<file path="src/rtl/sensor_init_sequencer.sv">
// Walks a table of sensor register writes and hands each one to the I2C register-write
// engine, with per-entry retries, inter-write spacing and a response watchdog.
module sensor_init_sequencer #(
  parameter logic [6:0] DEV_ADDR        = 7'h21,
  parameter int         NUM_ENTRIES     = 16,
  parameter int         MAX_RETRIES     = 3,
  parameter int         GAP_CYCLES      = 1000,
  parameter int         WATCHDOG_CYCLES = 100000
) (
  input  logic        clk,
  input  logic        reset,
  input  logic        init_start,
  output logic [7:0]  rom_addr,
  input  logic [15:0] rom_data,
  output logic [6:0]  wr_dev_address,
  output logic [7:0]  wr_reg_address,
  output logic [7:0]  wr_data,
  output logic        wr_start,
  input  logic        wr_done,
  input  logic        wr_fail,
  output logic        init_busy,
  output logic        init_done,
  output logic        init_error,
  output logic [7:0]  error_index,
  output logic [3:0]  retry_count,
  output logic [2:0]  fsm_state
);

  localparam int WDW = $clog2(WATCHDOG_CYCLES + 1);
  localparam int GW  = $clog2(GAP_CYCLES + 1);

  localparam logic [7:0]     LAST_IDX  = 8'(NUM_ENTRIES - 1);
  localparam logic [3:0]     MAX_RETRY = 4'(MAX_RETRIES);
  localparam logic [WDW-1:0] WD_LAST   = WDW'(WATCHDOG_CYCLES - 1);
  localparam logic [GW-1:0]  GAP_LAST  = GW'(GAP_CYCLES - 1);

  typedef enum logic [2:0] {
    S_IDLE  = 3'd0,
    S_FETCH = 3'd1,
    S_LATCH = 3'd2,
    S_ISSUE = 3'd3,
    S_WAIT  = 3'd4,
    S_GAP   = 3'd5,
    S_DONE  = 3'd6,
    S_ERROR = 3'd7
  } state_t;

  state_t         state_q;
  logic [7:0]     index_q;
  logic [3:0]     retry_q;
  logic [WDW-1:0] wdog_q;
  logic [GW-1:0]  gap_q;
  logic           refetch_q;
  logic           wr_start_q;
  logic [6:0]     dev_q;
  logic [7:0]     reg_q;
  logic [7:0]     data_q;
  logic           busy_q;
  logic           done_q;
  logic           error_q;
  logic [7:0]     err_idx_q;

  // Engine handshake: wr_start is a one-cycle request carrying the latched address/data;
  // the engine answers later with wr_done and/or wr_fail, which are only honoured in WAIT.
  always_ff @(posedge clk) begin
    if (reset) begin
      state_q    <= S_IDLE;
      index_q    <= 8'd0;
      retry_q    <= 4'd0;
      wdog_q     <= '0;
      gap_q      <= '0;
      refetch_q  <= 1'b0;
      wr_start_q <= 1'b0;
      dev_q      <= DEV_ADDR;
      reg_q      <= 8'd0;
      data_q     <= 8'd0;
      busy_q     <= 1'b0;
      done_q     <= 1'b0;
      error_q    <= 1'b0;
      err_idx_q  <= 8'd0;
    end else begin
      wr_start_q <= 1'b0;
      case (state_q)
        S_IDLE, S_DONE, S_ERROR: begin
          if (init_start) begin
            state_q   <= S_FETCH;
            index_q   <= 8'd0;
            retry_q   <= 4'd0;
            done_q    <= 1'b0;
            error_q   <= 1'b0;
            err_idx_q <= 8'd0;
            busy_q    <= 1'b1;
          end
        end
        S_FETCH: state_q <= S_LATCH;
        S_LATCH: begin
          reg_q   <= rom_data[15:8];
          data_q  <= rom_data[7:0];
          dev_q   <= DEV_ADDR;
          state_q <= S_ISSUE;
        end
        S_ISSUE: begin
          wr_start_q <= 1'b1;
          wdog_q     <= '0;
          state_q    <= S_WAIT;
        end
        S_WAIT: begin
          wdog_q <= wdog_q + WDW'(1);
          // A simultaneous done+fail is resolved as a failure.
          if (wr_fail || (wdog_q == WD_LAST)) begin
            if (retry_q < MAX_RETRY) begin
              retry_q   <= retry_q + 4'd1;
              refetch_q <= 1'b0;
              gap_q     <= '0;
              state_q   <= S_GAP;
            end else begin
              err_idx_q <= index_q;
              error_q   <= 1'b1;
              busy_q    <= 1'b0;
              state_q   <= S_ERROR;
            end
          end else if (wr_done) begin
            retry_q <= 4'd0;
            if (index_q == LAST_IDX) begin
              done_q  <= 1'b1;
              busy_q  <= 1'b0;
              state_q <= S_DONE;
            end else begin
              index_q   <= index_q + 8'd1;
              refetch_q <= 1'b1;
              gap_q     <= '0;
              state_q   <= S_GAP;
            end
          end
        end
        S_GAP: begin
          if (gap_q == GAP_LAST) begin
            state_q <= refetch_q ? S_FETCH : S_ISSUE;
          end else begin
            gap_q <= gap_q + GW'(1);
          end
        end
        default: state_q <= S_IDLE;
      endcase
    end
  end

  assign rom_addr       = index_q;
  assign wr_dev_address = dev_q;
  assign wr_reg_address = reg_q;
  assign wr_data        = data_q;
  assign wr_start       = wr_start_q;
  assign init_busy      = busy_q;
  assign init_done      = done_q;
  assign init_error     = error_q;
  assign error_index    = err_idx_q;
  assign retry_count    = retry_q;
  assign fsm_state      = state_q;

endmodule

</file>
<file path="config.mk">
export PLATFORM = sky130hd
export DESIGN_NAME = sensor_init_sequencer
export DESIGN_NICKNAME = d
export VERILOG_FILES = /design/src/rtl/sensor_init_sequencer.sv
export SDC_FILE = /design/constraint.sdc
export NUM_CORES = 1
export LEC_CHECK = 0
export ABC_AREA = 1
export ABC_CLOCK_PERIOD_IN_PS = 2700
export BUFFER_PORTS_ARGS = -buffer_cell sky130_fd_sc_hd__buf_2
export CORE_MARGIN = 3
export CORE_UTILIZATION = 26
export DETAILED_ROUTE_END_ITERATION = 16
export PLACE_DENSITY_LB_ADDON = 0.15
export SYNTH_ARGS = -nofsm -noshare
export SYNTH_HDL_FRONTEND = slang
export SYNTH_SLANG_ARGS = --single-unit
</file>
<file path="constraint.sdc">
create_clock -name clk -period 2.7 [get_ports clk]
set_clock_uncertainty 0.2 [all_clocks]
set_input_delay 0.405 -clock clk [delete_from_list [all_inputs] [get_ports clk]]
set_output_delay 0.405 -clock clk [all_outputs]
set_load 0.01 [all_outputs]
</file>
==> results.toml <==
[detailed_routing]
vias = 3419
avgRoutedWirePerCell_um = 12.1
first_iter_violations = 154
vias_per_cell = 4.51
drt_pass1_iterations = 4
wirelength_mm = 9.17
highest_layer = "met4"
drtAntennaViolNets = 0
met2_length_mm = 4.06
post-route-drc-count = 0
wl_met1_mm = 4.51
wl_met3_um = 430

[timing]
fin_tns_setup_ns = 0
relSlewSlack_pct = 66.1
post-route-period-util_pct = 79.2
hold_viol = 0
final_max_slew_viol_count = 0
finalCriticalPeriod_ns = 2.14
max_freq_mhz = 468
setup_viol = 0
rsz0062_at_grt = "no"
worst_slew_pin_slew_ns = 0.506

[synth]
netlist_area_um2 = 3550
synth_seq_cells = 71
synth-adder-area-share_pct = 1.41
synthTopCellsByCount = "nand2_1, nor2_1, dfxtp_1, nand3_1, a21oi_1"
yosysSeqAreaShare_pct = 40.1
synthesis.instances = 518
avgSynthCellArea_um2 = 6.85
synthSimpleGateAreaFrac_pct = 35.5
synth-xor-area-share_pct = 2.22
synth_area_leaders = "dfxtp_1, nand2_1, nor2_1"
synth_edf_count = 0
synth_compound_area_share_pct = 12.6
ys.flop_type = "dfxtp_1"
synth_largest_area_cell = "dfxtp_1"
async_flop_share_pct = 0
ys_warn_count = 0
synth_top_family_by_area = "simple AND/OR/NAND/NOR gates"
synth.area.mux_share_pct = 0
yosysMostFrequentCell = "nand2_1"
synth.top_cell.area_share_pct = 40.1
synth.distinct_cells = 40

[worst_setup_path]
arrival_ns = 2.14
cp_slowest_stage_delay_ns = 0.45
critPathLaunchType = "flop"
r2r_end = "retry_count[1]"
timing.rr.start = "fsm_state[2]"
reg2reg_depth = 9
crit_fanout = 24
slowest_stage = "inv_2"
crit_top_cell = "nand2_1"
startpoint = "fsm_state[2]"
reg2reg_slack_ns = 0.56
cp-end-kind = "flop"
path_cells = "inv_2 > nor2_2 > nand2_2 > inv_2 > nand3_1 > nand2_1 > nand2_1 > nand2_1 > nor2_1"
path_class = "flop to flop"
worstPathRequired_ns = 2.70

[final_layout]
diodes = 0
finalNetCount = 602
fin_area_um2 = 4270
syn_to_final_growth_pct = 20.3
nFillCells = 1483
drive_gt1_share_pct = 18.9

[clock_tree]
cts_resized = 0
cts_hold_buf = 0
clk_pin_slew_ns = 0.06
tritoncts = "built"
clkSinkCount = 71
post_cts_buffers = 0
insertion_delay_ns = 0.33
h-tree-depth = 3
numCtsBuffers = 9
cts_buffer_depth = 2
cts_root_buffer = "clkbuf_16"

[pwr]
power_frac_seq_pct = 36.5
power_leakage_nw = 1.83
p_comb_share_pct = 34.6
switchingPower_mw = 1.42
p_int_mw = 2.21
switching_share_pct = 39.1
ir_worst_vdd_v = 0.000272
clkPwrFrac_pct = 28.8
powerDensity_nw_per_um2 = 852

[floorplanning]
fp.dieW_um = 123
dieHeight_um = 123
core_um2 = 13300
design.die.area_um2 = 15100
num_io_pins = 71
start_util_pct = 26.7
rows = 42

[run_status]
status = "complete, no violations"

[placement]
gp_congestion = 0.834
port_buffers = 63
dpl.hpwl_mm = 6.52
placed_area_um2 = 4010

[global_routing]
grt_start_max_net_pins = 41
grt_antenna_before_repair = 0
grt_overflow = 0
grt_pass1_wl_mm = 15.7
grt.total_usage_pct = 13.0
grt_pass1_vias = 3269

[min_path]
hold_depth = 3
hold_end = "wr_reg_address[3]"
hold_class = "input pin to flop"
worstHoldStart = "rom_data[11]"

[flow_run]
drv_cap = 0
## layer usage
metal  global-route usage [%]  up-vias
met2                     19.8       79
met4                     5.46        0
met3                     3.23       15
li1                         -     1793
met1                     17.4     1532
met5                        0        -
## worst max-delay path, delay by kind of cell, from the launching register on
| kind | cells | cell delay (ns) |
|---|---|---|
| and+or+nand+nor | 7 | 0.91 |
| buffers and inverters | 2 | 0.53 |
| DFF | 1 | 0.37 |
## final cells by class
| class | count | area [µm²] | area share [%] |
|---|---|---|---|
| multi-input cells | 385 | 1860 | 43.6 |
| flip-flops and latches | 71 | 1420 | 33.3 |
| repair buffers | 66 | 338 | 7.92 |
| clock buffers | 12 | 236 | 5.54 |
| well taps | 176 | 220 | 5.16 |
| inverters | 44 | 169 | 3.96 |
| clock inverters | 4 | 22.5 | 0.528 |
## per-stage QoR
step                      instances  hold slack, ns  power [mW]  setup slack, ns  util (%)
after global routing            758          0.0909        3.93            0.344      32.1
after CTS                       758          0.0811        3.71            0.530      32.1
after global placement          742           0.252        2.62            0.598      30.2
final                           758          0.0976        3.64            0.561      32.1
after floorplan                 523           0.229        2.22            0.986         -
after detailed placement        742           0.252        2.62            0.545      30.2
## worst max path at each step
stage                          end  slack [ns]  depth (start not counted)
global placement    retry_count[1]        0.60                          9
detailed placement  retry_count[1]        0.55                          9
floorplan             fsm_state[0]        0.99                         10
finish              retry_count[1]        0.56                          9
global route              gap_q[0]        0.34                          8
CTS                 retry_count[1]        0.53                          9
## sequential cells by signal, summed over array words and instances, names as in the netlist
signal          cells
error_index         8
fsm_state           3
gap_q              10
init_busy           1
init_done           1
init_error          1
refetch_q           1
retry_count         4
rom_addr            8
wdog_q             17
wr_data             8
wr_reg_address      8
wr_start            1
## layout by cell type, fill, tap and decap left out, types with 2 or more instances in the layout
master and instances:
a21oi_1 44, a22oi_1 3, a311oi_1 2, buf_2 63
buf_4 3, clkbuf_1 3, clkbuf_16 9, clkinv_2 4
conb_1 7, dfxtp_1 71, ha_1 4, inv_1 35
inv_2 6, nand2_1 107, nand2_2 7, nand2_4 3
nand3_1 48, nand3b_1 4, nand4_1 5, nor2_1 83
nor2_2 5, nor2_4 2, nor3_1 8, o21ai_0 28
o21ai_1 2, or2_2 4, xnor2_1 2, xor2_1 7
## cell families after synthesis
kind of cell	Yosys count
AO/OA/AOI/OAI	84
AND/OR/NAND/NOR	281
other	2
flip-flops	71
XOR/XNOR	9
buffers and inverters	67
adder cells (fa/ha/maj)	4
## power by group through the flow
stage / clock, mW / combinational, mW / sequential, mW
2_1_floorplan: 0 / 0.833 / 1.39
3_3_place_gp: 0 / 1.28 / 1.34
3_5_place_dp: 0 / 1.27 / 1.35
4_1_cts: 1.10 / 1.28 / 1.33
5_1_grt: 1.15 / 1.43 / 1.35
6_report: 1.05 / 1.26 / 1.33
(Power assumes the default switching activity.)
